## src/rtl/usr_pkg.sv

```systemverilog
// Shared types for the universal shift register sequencer: command opcodes,
// register mode encodings and controller states.
package usr_pkg;

  typedef enum logic [1:0] {
    OP_HOLD = 2'd0,
    OP_SHR  = 2'd1,
    OP_SHL  = 2'd2,
    OP_LOAD = 2'd3
  } op_e;

  localparam logic [1:0] MODE_HOLD = 2'b00;
  localparam logic [1:0] MODE_SHR  = 2'b01;
  localparam logic [1:0] MODE_SHL  = 2'b10;
  localparam logic [1:0] MODE_LOAD = 2'b11;

  typedef enum logic [2:0] {
    ST_IDLE,
    ST_LOAD,
    ST_SHIFT,
    ST_SETTLE,
    ST_RESP
  } state_e;

  // Register mode applied while a shift/hold command is running.
  function automatic logic [1:0] shift_mode(op_e op);
    case (op)
      OP_SHR:  return MODE_SHR;
      OP_SHL:  return MODE_SHL;
      default: return MODE_HOLD;
    endcase
  endfunction

endpackage

```

## src/rtl/usr_shift_counter.sv

```systemverilog
// Loadable down-counter that times the SHIFT phase; last flags the final cycle.
module usr_shift_counter #(
  parameter int CNT_W = 3
) (
  input  logic             clk,
  input  logic             reset,
  input  logic             load,
  input  logic [CNT_W-1:0] load_val,
  input  logic             dec,
  output logic             last
);

  logic [CNT_W-1:0] cnt;

  // Load on command acceptance, count down while shifting, never wrap below 0.
  always_ff @(posedge clk or negedge reset) begin
    if (!reset) begin
      cnt <= '0;
    end else if (load) begin
      cnt <= load_val;
    end else if (dec && (cnt != '0)) begin
      cnt <= cnt - 1'b1;
    end
  end

  assign last = (cnt == CNT_W'(1));

endmodule

```

## src/rtl/usr_shift_sequencer.sv

```systemverilog
// Command-driven sequencer for one universal shift register.
// Optional feature: define USR_ROTATE_EN to add cmd_rotate, which makes shifts
// recirculate the register's outgoing bit instead of using the fill bit.
//
//   state  | meaning
//   IDLE   | waiting for a command, cmd_ready high
//   LOAD   | mode 11 for one cycle, I_par driven with the latched data
//   SHIFT  | shift/hold mode for count_r cycles
//   SETTLE | mode 00 for one cycle, A_par captured on exit
//   RESP   | response presented until rsp_ready
module usr_shift_sequencer
  import usr_pkg::*;
#(
  parameter  int WIDTH = 4,
  localparam int CNT_W = $clog2(WIDTH + 1)
) (
  input  logic             clk,
  input  logic             reset,
  input  logic             cmd_valid,
  output logic             cmd_ready,
  input  logic [1:0]       cmd_op,
  input  logic [WIDTH-1:0] cmd_data,
  input  logic [CNT_W-1:0] cmd_count,
  input  logic             cmd_fill,
`ifdef USR_ROTATE_EN
  input  logic             cmd_rotate,
`endif
  output logic             rsp_valid,
  input  logic             rsp_ready,
  output logic [WIDTH-1:0] rsp_data,
  output logic             busy,
  output logic             usr_s0,
  output logic             usr_s1,
  output logic [WIDTH-1:0] usr_I_par,
  output logic             usr_MSB_in,
  output logic             usr_LSB_in,
  input  logic [WIDTH-1:0] usr_A_par
);

  localparam logic [CNT_W-1:0] COUNT_MAX = CNT_W'(WIDTH);

  state_e           state, state_nxt;
  op_e              op_r;
  logic [WIDTH-1:0] data_r;
  logic             fill_r;
  logic [CNT_W-1:0] count_sat;
  logic             cmd_accept;
  logic             cnt_load, cnt_dec, cnt_last;
  logic [1:0]       mode;
  logic             ser_right, ser_left;
`ifdef USR_ROTATE_EN
  logic             rotate_r;
`endif

  // Counts beyond the register width would only refill it with the same bit.
  assign count_sat  = (cmd_count > COUNT_MAX) ? COUNT_MAX : cmd_count;
  assign cmd_ready  = reset && (state == ST_IDLE);
  assign cmd_accept = cmd_valid && cmd_ready;
  assign rsp_valid  = (state == ST_RESP);
  assign busy       = (state != ST_IDLE);
  assign usr_s1     = mode[1];
  assign usr_s0     = mode[0];

  usr_shift_counter #(.CNT_W(CNT_W)) u_counter (
    .clk      (clk),
    .reset    (reset),
    .load     (cnt_load),
    .load_val (count_sat),
    .dec      (cnt_dec),
    .last     (cnt_last)
  );

  // State register.
  always_ff @(posedge clk or negedge reset) begin
    if (!reset) state <= ST_IDLE;
    else        state <= state_nxt;
  end

  // Command fields latched at acceptance; response captured leaving SETTLE.
  always_ff @(posedge clk or negedge reset) begin
    if (!reset) begin
      op_r     <= OP_HOLD;
      data_r   <= '0;
      fill_r   <= 1'b0;
      rsp_data <= '0;
`ifdef USR_ROTATE_EN
      rotate_r <= 1'b0;
`endif
    end else begin
      if (cmd_accept) begin
        op_r   <= op_e'(cmd_op);
        data_r <= cmd_data;
        fill_r <= cmd_fill;
`ifdef USR_ROTATE_EN
        rotate_r <= cmd_rotate;
`endif
      end
      if (state == ST_SETTLE) rsp_data <= usr_A_par;
    end
  end

  // Serial bit entering the register on each side while shifting.
  always_comb begin
`ifdef USR_ROTATE_EN
    ser_right = rotate_r ? usr_A_par[0]       : fill_r;
    ser_left  = rotate_r ? usr_A_par[WIDTH-1] : fill_r;
`else
    ser_right = fill_r;
    ser_left  = fill_r;
`endif
  end

  // Next-state and register-side outputs decoded from the state.
  always_comb begin
    state_nxt  = state;
    mode       = MODE_HOLD;
    usr_I_par  = '0;
    usr_MSB_in = 1'b0;
    usr_LSB_in = 1'b0;
    cnt_load   = 1'b0;
    cnt_dec    = 1'b0;
    case (state)
      ST_IDLE: begin
        if (cmd_accept) begin
          if (op_e'(cmd_op) == OP_LOAD) begin
            state_nxt = ST_LOAD;
          end else if (count_sat != '0) begin
            state_nxt = ST_SHIFT;
            cnt_load  = 1'b1;
          end else begin
            state_nxt = ST_SETTLE;
          end
        end
      end
      ST_LOAD: begin
        mode      = MODE_LOAD;
        usr_I_par = data_r;
        state_nxt = ST_SETTLE;
      end
      ST_SHIFT: begin
        mode    = shift_mode(op_r);
        cnt_dec = 1'b1;
        if (op_r == OP_SHR) usr_MSB_in = ser_right;
        if (op_r == OP_SHL) usr_LSB_in = ser_left;
        if (cnt_last) state_nxt = ST_SETTLE;
      end
      ST_SETTLE: state_nxt = ST_RESP;
      ST_RESP:   if (rsp_ready) state_nxt = ST_IDLE;
      default:   state_nxt = ST_IDLE;
    endcase
  end

endmodule

```

## config.mk

```make
export PLATFORM = sky130hd
export DESIGN_NAME = usr_shift_sequencer
export DESIGN_NICKNAME = d
export VERILOG_FILES = /design/src/rtl/usr_pkg.sv /design/src/rtl/usr_shift_counter.sv /design/src/rtl/usr_shift_sequencer.sv
export SDC_FILE = /design/constraint.sdc
export NUM_CORES = 1
export LEC_CHECK = 0
export BUFFER_PORTS_ARGS = -buffer_cell sky130_fd_sc_hd__buf_2
export CORE_UTILIZATION = 48
export DETAILED_ROUTE_END_ITERATION = 8
export HOLD_SLACK_MARGIN = 0.06
export PLACE_DENSITY = 0.88
export SLEW_MARGIN = 20
export SYNTH_ARGS = -nofsm -noshare
export SYNTH_HDL_FRONTEND = slang
export SYNTH_SLANG_ARGS = --single-unit
```

## constraint.sdc

```tcl
create_clock -name clk -period 1.7 [get_ports clk]
set_input_delay 0.085 -clock clk [delete_from_list [all_inputs] [get_ports clk]]
set_output_delay 0.085 -clock clk [all_outputs]
set_load 0.01 [all_outputs]
```

# Word-level counts from Yosys, hierarchy flattened
# Cells that the tools add are included.
dict set report totals {
  ff_bits 17
  in_bits 18
  out_inout_bits 15
  word_cells 49
}
dict set report op_classes {
  addsub 1
  order_cmp 1
  eq_ne 11
  muxes 21
  n_reduce_logical 9
}
# cell n
set ops {}
lappend ops {{$mux W3} 6}
lappend ops {{$pmux W3 S5} 1}
lappend ops {{$mux W1} 10}
lappend ops {{$reduce_bool A3 Y1} 3}
lappend ops {{$pmux W2 S2} 2}
lappend ops {{$eq A3 B1 Y1 const B} 2}
lappend ops {{$eq A3 B2 Y1 const B} 2}
lappend ops {{$eq A2 B2 Y1 const B} 2}
lappend ops {{$mux W4} 1}
lappend ops {{$ne A2 B2 Y1 const B} 2}
lappend ops {{$eq A3 B3 Y1 const B} 1}
lappend ops {{$gt A3 B3 Y1 const B} 1}
lappend ops {{$logic_and A1 B1 Y1} 3}
lappend ops {{$logic_not A3 Y1} 1}
lappend ops {{$reduce_and A3 Y1} 1}
lappend ops {{$sub A3 B1 Y3 const B} 1}
lappend ops {{$eq A2 B1 Y1 const B} 1}
lappend ops {{$mux W2} 1}
lappend ops {{$ne A2 B1 Y1 const B} 1}
lappend ops {{$reduce_bool A2 Y1} 1}

# Longest topological paths before layout
# Gate-level depths: netlist of run 1.
dict set report logic_depth {
  depth_word 8
  mapped_depth 6
  ltp_nobuf 6
}

# By module
# Synthesis of run 1 repeated with hierarchy kept, for this count alone.
dict set report hier_totals {
  cells_unflattened 86
  area_unflattened_um2 952.2
}
# module n_inst cells_each area_per_inst_um2 seq_area_each_um2
set modules_own_cells {}
lappend modules_own_cells {usr_shift_sequencer 1 62 730.7 350.3}
lappend modules_own_cells {usr_shift_counter 1 24 221.5 75.1}

# Worst setup path after synthesis of run 1
# No wires, ideal clock.
dict set report synth_timing {
  path_kind {register -> register}
  startpoint {register state[1]}
  endpoint {register u_counter.cnt[1]}
  setup_time_ns 0.125
  t_arrival_ns 1.387
  t_required_ns 1.575
  path_slack_ns 0.187
  path_stages_with_launch 5
  n_path_buf 0
  period_less_slack_ns 1.513
  path_cell_list {dfrtp_1 nor3_4 nand3_4 or2_4 mux2_4}
}
dict set report synth_between {
  elab_chain_len 6
  word_cells_on_any_way 10
  classes_between {eq/ne (1); mux (4); reduce/logical (5)}
}
# item line_no
set synth_rtl {}
lappend synth_rtl {{start: declaration} usr_shift_sequencer.sv:42} ;# state_e state, state_nxt;
lappend synth_rtl {{start signal: assignment} usr_shift_sequencer.sv:76} ;# else state <= state_nxt;
lappend synth_rtl {{$logic_not A3 Y1} {usr_shift_sequencer.sv:57, usr_shift_sequencer.sv:122}}
lappend synth_rtl {{$logic_and A1 B1 Y1} usr_shift_sequencer.sv:57} ;# assign cmd_ready = reset && (state == ST_IDLE);
lappend synth_rtl {{$logic_and A1 B1 Y1} usr_shift_sequencer.sv:58} ;# assign cmd_accept = cmd_valid && cmd_ready;
lappend synth_rtl {{$mux W1} usr_shift_sequencer.sv:124} ;# if (cmd_accept) begin
lappend synth_rtl {{$mux W1} usr_shift_sequencer.sv:122} ;# case (state)
lappend synth_rtl {{$mux W3 or $reduce_bool A2 Y1 (tied branches)} --}
lappend synth_rtl {{end signal: assignment} usr_shift_counter.sv:20} ;# cnt <= load_val;
lappend synth_rtl {{end signal: assignment} usr_shift_counter.sv:22} ;# cnt <= cnt - 1'b1;
lappend synth_rtl {{end: declaration} usr_shift_counter.sv:13} ;# logic [CNT_W-1:0] cnt;
# Several ways; a longest one is shown, not always the timed one.
# A chain may end at the register's enable or synchronous reset.

# Final worst setup path of run 1
dict set report layout_timing {
  startpoint {register state[1]}
  endpoint {output usr_I_par[1]}
}
dict set report layout_between {
  elab_chain_len 2
}
# item line_no
set layout_rtl {}
lappend layout_rtl {{$eq A3 B1 Y1} usr_shift_sequencer.sv:122}
lappend layout_rtl {{$mux W4} usr_shift_sequencer.sv:122}
lappend layout_rtl {{end: declaration} usr_shift_sequencer.sv:34} ;# output logic [WIDTH-1:0] usr_I_par,
# No other way between the ends.

==> results.ini, run 1 <==
[pwr]
totalPowerFinal_mw=2.030
power.switching_mw=0.7898
p_int_mw=1.241
p_comb_frac=0.521
share_seq_of_total_power=0.371
power_density_nw_per_um2=1525
switching_share=0.3890
clkPwrFrac=0.108
ir_worst_vdd_uv=961.0
power_leakage_nw=0.6942

[synthesis]
syn_area_per_cell_um2=10.19
yosys.area.top_type=dfrtp_1
synth.distinct_cells=29
synth_nets=113
yosysWarningCount=0
post-synth-top-count-cell=nand2_1
ys_seq_elements=17
syn-cell-area_um2=937.1
seq_area_frac_synth=0.4539
ys_dominant_reg_cell=dfrtp_1
synth_top_area_share=0.4539
syn_inst=92
synth_area_leaders=dfrtp_1, nand2_1, mux2_2, mux2_4, ha_1
netlist_top_cells_count=nand2_1, dfrtp_1, mux2_2, inv_1
synth_edf_count=0
ys_async_sr_fraction=1.000

[grt]
grt_pass1_vias=786
grt_first_pass_wirelength_um=3381
grt-ovfl-total=0
gr-usage-all-layers=0.2362
antenna_found_initial=0
grt_max_degree=12

[drt]
drt_wl_total_um=2515
drt.antenna.violating_nets=0
routed-via-count=883
dr.pass1.iters=4
avgViaCountPerCell=5.225
wl_per_cell_um=14.88
drt_iter0_markers=25
drc=0

[run_status]
status=complete, no violations

[floorplan]
die-area_um2=2133
die_w_um=46.19
coreArea_um2=1783
start_util=0.5256
fp-row-count=15
die_h_um=46.19
io_pins=33

[sta]
setup_violations=0
drv_slew=0
fin_crit_sh=0.9969
worstMarginPinSlew_ns=0.3896
max_freq_mhz=590.1
hold_viol=0
relSlewSlack=0.7380
tns_ns=0
period_needed_ns=1.695
fin_worst_skew_ns=0.0005877

[worst_hold_path]
hold_path.class=input pin to flip-flop

[final_layout]
antenna_cells=0
syn_to_final_growth_pct=42.06
nets=166
drive_gt1_frac=0.4236

[worst_setup_path]
cp.arrival_ns=1.61
path_cells=or2b_2, nor2_2, and2_1, buf_2
critPathKind=flip-flop to output port
slowest_stage=dfrtp_2
worstSetupStartpointType=flip-flop
critPathTopFamily=simple AND/OR/NAND/NOR gates
cp-end-kind=output port
max_stage_delay_ns=0.47
critPathMaxFanout=5
crit_required_ns=1.62
crit_buf_inv=1

[flow_run]
maxCapViolations=0

[clock_tree]
path_clk_slew_ns=0.10
cts_buffers=3
cts_max_level=1
cts_buffer_depth=2
cts_root_buf=clkbuf_4
cts_tree=built
cts_num_sinks=17
clk_latency_ns=0.29

[place]
place.gp.congestion=0.8281
dp_hpwl_um=1506
io_buffers=32

==> path summary, 6_finish.rpt <==
check,start,to,slack [ns],cells past startpoint
max reg2reg,state[0]$_DFFE_PN0P_,u_counter.cnt[2]$_DFFE_PN0P_,0.05,5
min reg2reg,data_r[3]$_DFFE_PN0P_,data_r[3]$_DFFE_PN0P_,0.48,2
max,state[1]$_DFFE_PN0P_,usr_I_par[1],0.005,4
max in group asynchronous,reset,state[0]$_DFFE_PN0P_,1.09,3
min,cmd_count[2],u_counter.cnt[2]$_DFFE_PN0P_,0.07,2
min in group asynchronous,reset,fill_r$_DFFE_PN0P_,0.18,2
==> worst register-to-register path: cells and delay by family (launching register included) <==
family        cells  cell delay [ns]
flops             1             0.44
mux               1             0.30
buf+inv           1             0.14
simple gates      3             0.67
==> through the flow <==
| step | hold slack [ns] | utilization | area (um2) | cells | setup slack (ns) |
|---|---|---|---|---|---|
| 3_5_place_dp | -0.03362 | 0.6358 | 1134 | 149 | 0.1605 |
| 2_1_floorplan | -0.2106 | - | 937.1 | 92 | 0.1874 |
| 5_1_grt | 0.06618 | 0.7467 | 1331 | 169 | -0.02932 |
| 4_1_cts | 0.06129 | 0.7249 | 1292 | 166 | 0.01557 |
| 3_3_place_gp | -0.03455 | 0.6358 | 1134 | 149 | 0.2056 |
| 6_report | 0.06752 | 0.7467 | 1331 | 169 | 0.005339 |
==> per-layer routing <==
layer | global-route usage | part of all wire
met5 | 0 | 0
met4 | 0.1529 | 0.074
met3 | 0.07843 | 0.073
met2 | 0.3634 | 0.48
met1 | 0.2800 | 0.38
==> placed cells by master (no fill, tap or decap), drive strengths merged <==
master and count:
or2b 1, a21oi 3, dfrtp 17, ha 3, nand2 21, mux2i 1, nand3b 2, inv 5
o21ai 2, dlygate4sd3 13, xnor2 1, and2 5, nor3 2, o31ai 1, clkbuf 3, nor3b 1
mux2 9, nand3 1, and2b 1, or2 1, clkinv 1, a211oi 1, nor2b 4, nor2 3
a31oi 1, and3 3, a21boi 1, buf 37
==> flip-flops by register name, summed over array words and instances (netlist names) <==
signal,flops
u_counter.cnt,3
state,3
rsp_data,4
op_r,2
fill_r,1
data_r,4
==> final cells by class <==
type,instances,area [um2]
fillers,118,451.7
flip-flops and latches,17,427.9
well taps,25,31.28
clock buffers,3,22.52
repair buffers,50,340.3
clock inverters,1,5.005
inverters,5,18.77
multi-input cells,68,485.5
==> timing repair <==
action	4_1_cts	5_1_grt
cloned	0	0
buffers inserted	0	3
hold buffers	13	0
resized for setup	1	3
endpoints found under the setup margin	4	5
endpoints found under the hold margin	29	0
==> cells by family after synthesis <==
logic type | after synthesis | share of synthesized area
buf+inv | 7 | 0.03071
mux | 10 | 0.1308
simple gates | 45 | 0.2777
fa+ha+maj | 3 | 0.04006
xor+xnor | 1 | 0.009348
flops | 17 | 0.4539
compound gates | 9 | 0.05742
==> power by group through the flow <==
stage	clock [mW]	sequential, mW	combinational (mW)
after floorplan	0	0.730	0.660
after global placement	0	0.732	0.895
after detailed placement	0	0.751	0.917
after CTS	0.218	0.743	0.946
after global routing	0.237	0.774	1.16
final	0.219	0.753	1.06
No activity file was read; power rests on OpenSTA's default activity.
==> inputs of run 2 (changes only) <==
REMOVE_ABC_BUFFERS = 1   (was unset)
clock period = 1.8 ns   (was 1.7 ns; I/O delays follow)
==> run 2 against run 1 <==
Effect of this change: critical path depth unchanged; total power shrank 11%; global-route usage decreased by 1.2 points; clock skew is 0.0043 ns higher; hold slack barely moved; worst setup slack improved by 0.075 ns; register-to-register slack gained 0.12 ns; utilization shrank 2.6 points; non-clock buffer count shrank 4; cell area fell by 3.5%.
==> results.ini, run 2 (synthesized netlist as in run 1, its figures left out) <==
[run_status]
status=complete, no violations

[worst_setup_path]
cp.arrival_ns=1.63
worstSetupStartpointType=flip-flop
r2r_start=state[1]$_DFFE_PN0P_
critPathTopFamily=simple AND/OR/NAND/NOR gates
cp-end-kind=output port
cp-startpoint=state[1]$_DFFE_PN0P_
slowest_stage=dfrtp_1
crit_buf_inv=1
critPathKind=flip-flop to output port
max_stage_delay_ns=0.48
critPathMaxFanout=7
crit_required_ns=1.71
ff2ff_setup_slack_ns=0.17
path_cells=or2b_2, nor2_1, and2_1, buf_2

[sta]
rsz0062_at_grt=no
worstMarginPinSlew_ns=0.3651
fin_crit_sh=0.9556
relSlewSlack=0.7545
hold_ws_ns=0.06704
max_freq_mhz=581.4
fin_worst_skew_ns=0.004841
hold_viol=0
period_needed_ns=1.720
drv_slew=0
setup_violations=0
tns_ns=0

[grt]
antenna_found_initial=0
gr-usage-all-layers=0.2244
grt-ovfl-total=0
grt_first_pass_wirelength_um=3312
grt_max_degree=13
grt_pass1_vias=810

[flow_run]
maxCapViolations=0

[floorplan]
fp-row-count=15
die_w_um=46.19
start_util=0.5256
coreArea_um2=1783
die_h_um=46.19
die-area_um2=2133
io_pins=33

[pwr]
power_leakage_nw=0.6732
clkPwrFrac=0.115
p_int_mw=1.115
switching_share=0.3819
ir_worst_vdd_uv=995.1
power_density_nw_per_um2=1403
p_comb_frac=0.493
power.switching_mw=0.6887
share_seq_of_total_power=0.392

[drt]
dr.pass1.iters=4
avgViaCountPerCell=5.067
drt_iter0_markers=7
drc=0
routed-via-count=836
drt.antenna.violating_nets=0
drt_wl_total_um=2135
wl_per_cell_um=12.94

[worst_hold_path]
min_from=cmd_count[2]
hold_path.class=input pin to flip-flop

[place]
place.gp.congestion=0.7620
dpl.cell_count=148
io_buffers=32
dp_hpwl_um=1564

[clock_tree]
cts_buffer_depth=2
cts_buffers=3
cts_root_buf=clkbuf_4
path_clk_slew_ns=0.10
cts_num_sinks=17
cts_setup_buffers=0
clk_latency_ns=0.30
cts_max_level=1
cts_tree=built

[final_layout]
drive_gt1_frac=0.3929
instances_no_fill=165
nets=162
top_regs=data_r x4, rsp_data x4
fill_cells=138
antenna_cells=0
multi_input_area_um2=483.0
seqCellArea_um2=426.7
utilization=0.7207
final_cell_mix=buf_2, nand2_1, dfrtp_1, dlygate4sd3_1, mux2_2
syn_to_final_growth_pct=37.12
final_common_cell=buf_2

==> run 2: changes by cell type in the layout (fill, tap and decap cells not counted), sizes merged <==
cell and delta:
buf -4
==> run 2: power groups by stage <==
stage	sequential [mW]	combinational (mW)	clock [mW]
5_1_grt	0.738	0.984	0.224
3_3_place_gp	0.692	0.837	0
2_1_floorplan	0.704	0.600	0
6_report	0.707	0.889	0.208
4_1_cts	0.704	0.891	0.210
3_5_place_dp	0.713	0.866	0
==> run 2: cell type report <==
class,instances,area share
clock inverter,1,0.003895
inverter,5,0.01461
clock buffer,3,0.01753
timing repair buffer,46,0.2317
sequential,17,0.3320
multi-input combinational,68,0.3759
tap,25,0.02434
==> run 2: stage by stage <==
stage	total power [mW]	instance area, um2	setup slack [ns]
after floorplan	1.304	927.1	0.2874
after global placement	1.529	1126	0.2353
after detailed placement	1.580	1126	0.1891
after CTS	1.806	1284	0.06169
after global routing	1.946	1285	0.01060
final	1.803	1285	0.07997
==> run 2: worst register-to-register path, delay by kind of cell, from the launching register on <==
family	cells	cell delay [ns]
simple gates	3	0.75
mux	1	0.29
flops	1	0.48
==> run 2: routing by layer <==
metal	vias up	track usage	part of all wire
met4	0	0.1412	0.034
met5	-	0	0
met1	397	0.2660	0.42
met3	7	0.02745	0.050
met2	31	0.3803	0.50
li1	401	-	-
==> run 2: final timing paths <==
| path | endpoint | cells after the start |
|---|---|---|
| worst max register to register | u_counter.cnt[1]$_DFFE_PN0P_ | 4 |
| max in group asynchronous | state[2]$_DFFE_PN0P_ | 3 |
| worst min-delay path | u_counter.cnt[2]$_DFFE_PN0P_ | 2 |
| min in group asynchronous | state[1]$_DFFE_PN0P_ | 2 |
| worst max-delay path | usr_I_par[0] | 4 |
| worst min register to register | data_r[0]$_DFFE_PN0P_ | 2 |
==> run 2: repair_timing <==
action | in CTS | in global routing
hold endpoints to repair | 29 | 0
gates resized for setup | 0 | 1
hold buffers | 13 | 0
endpoints found under the setup margin | 0 | 4
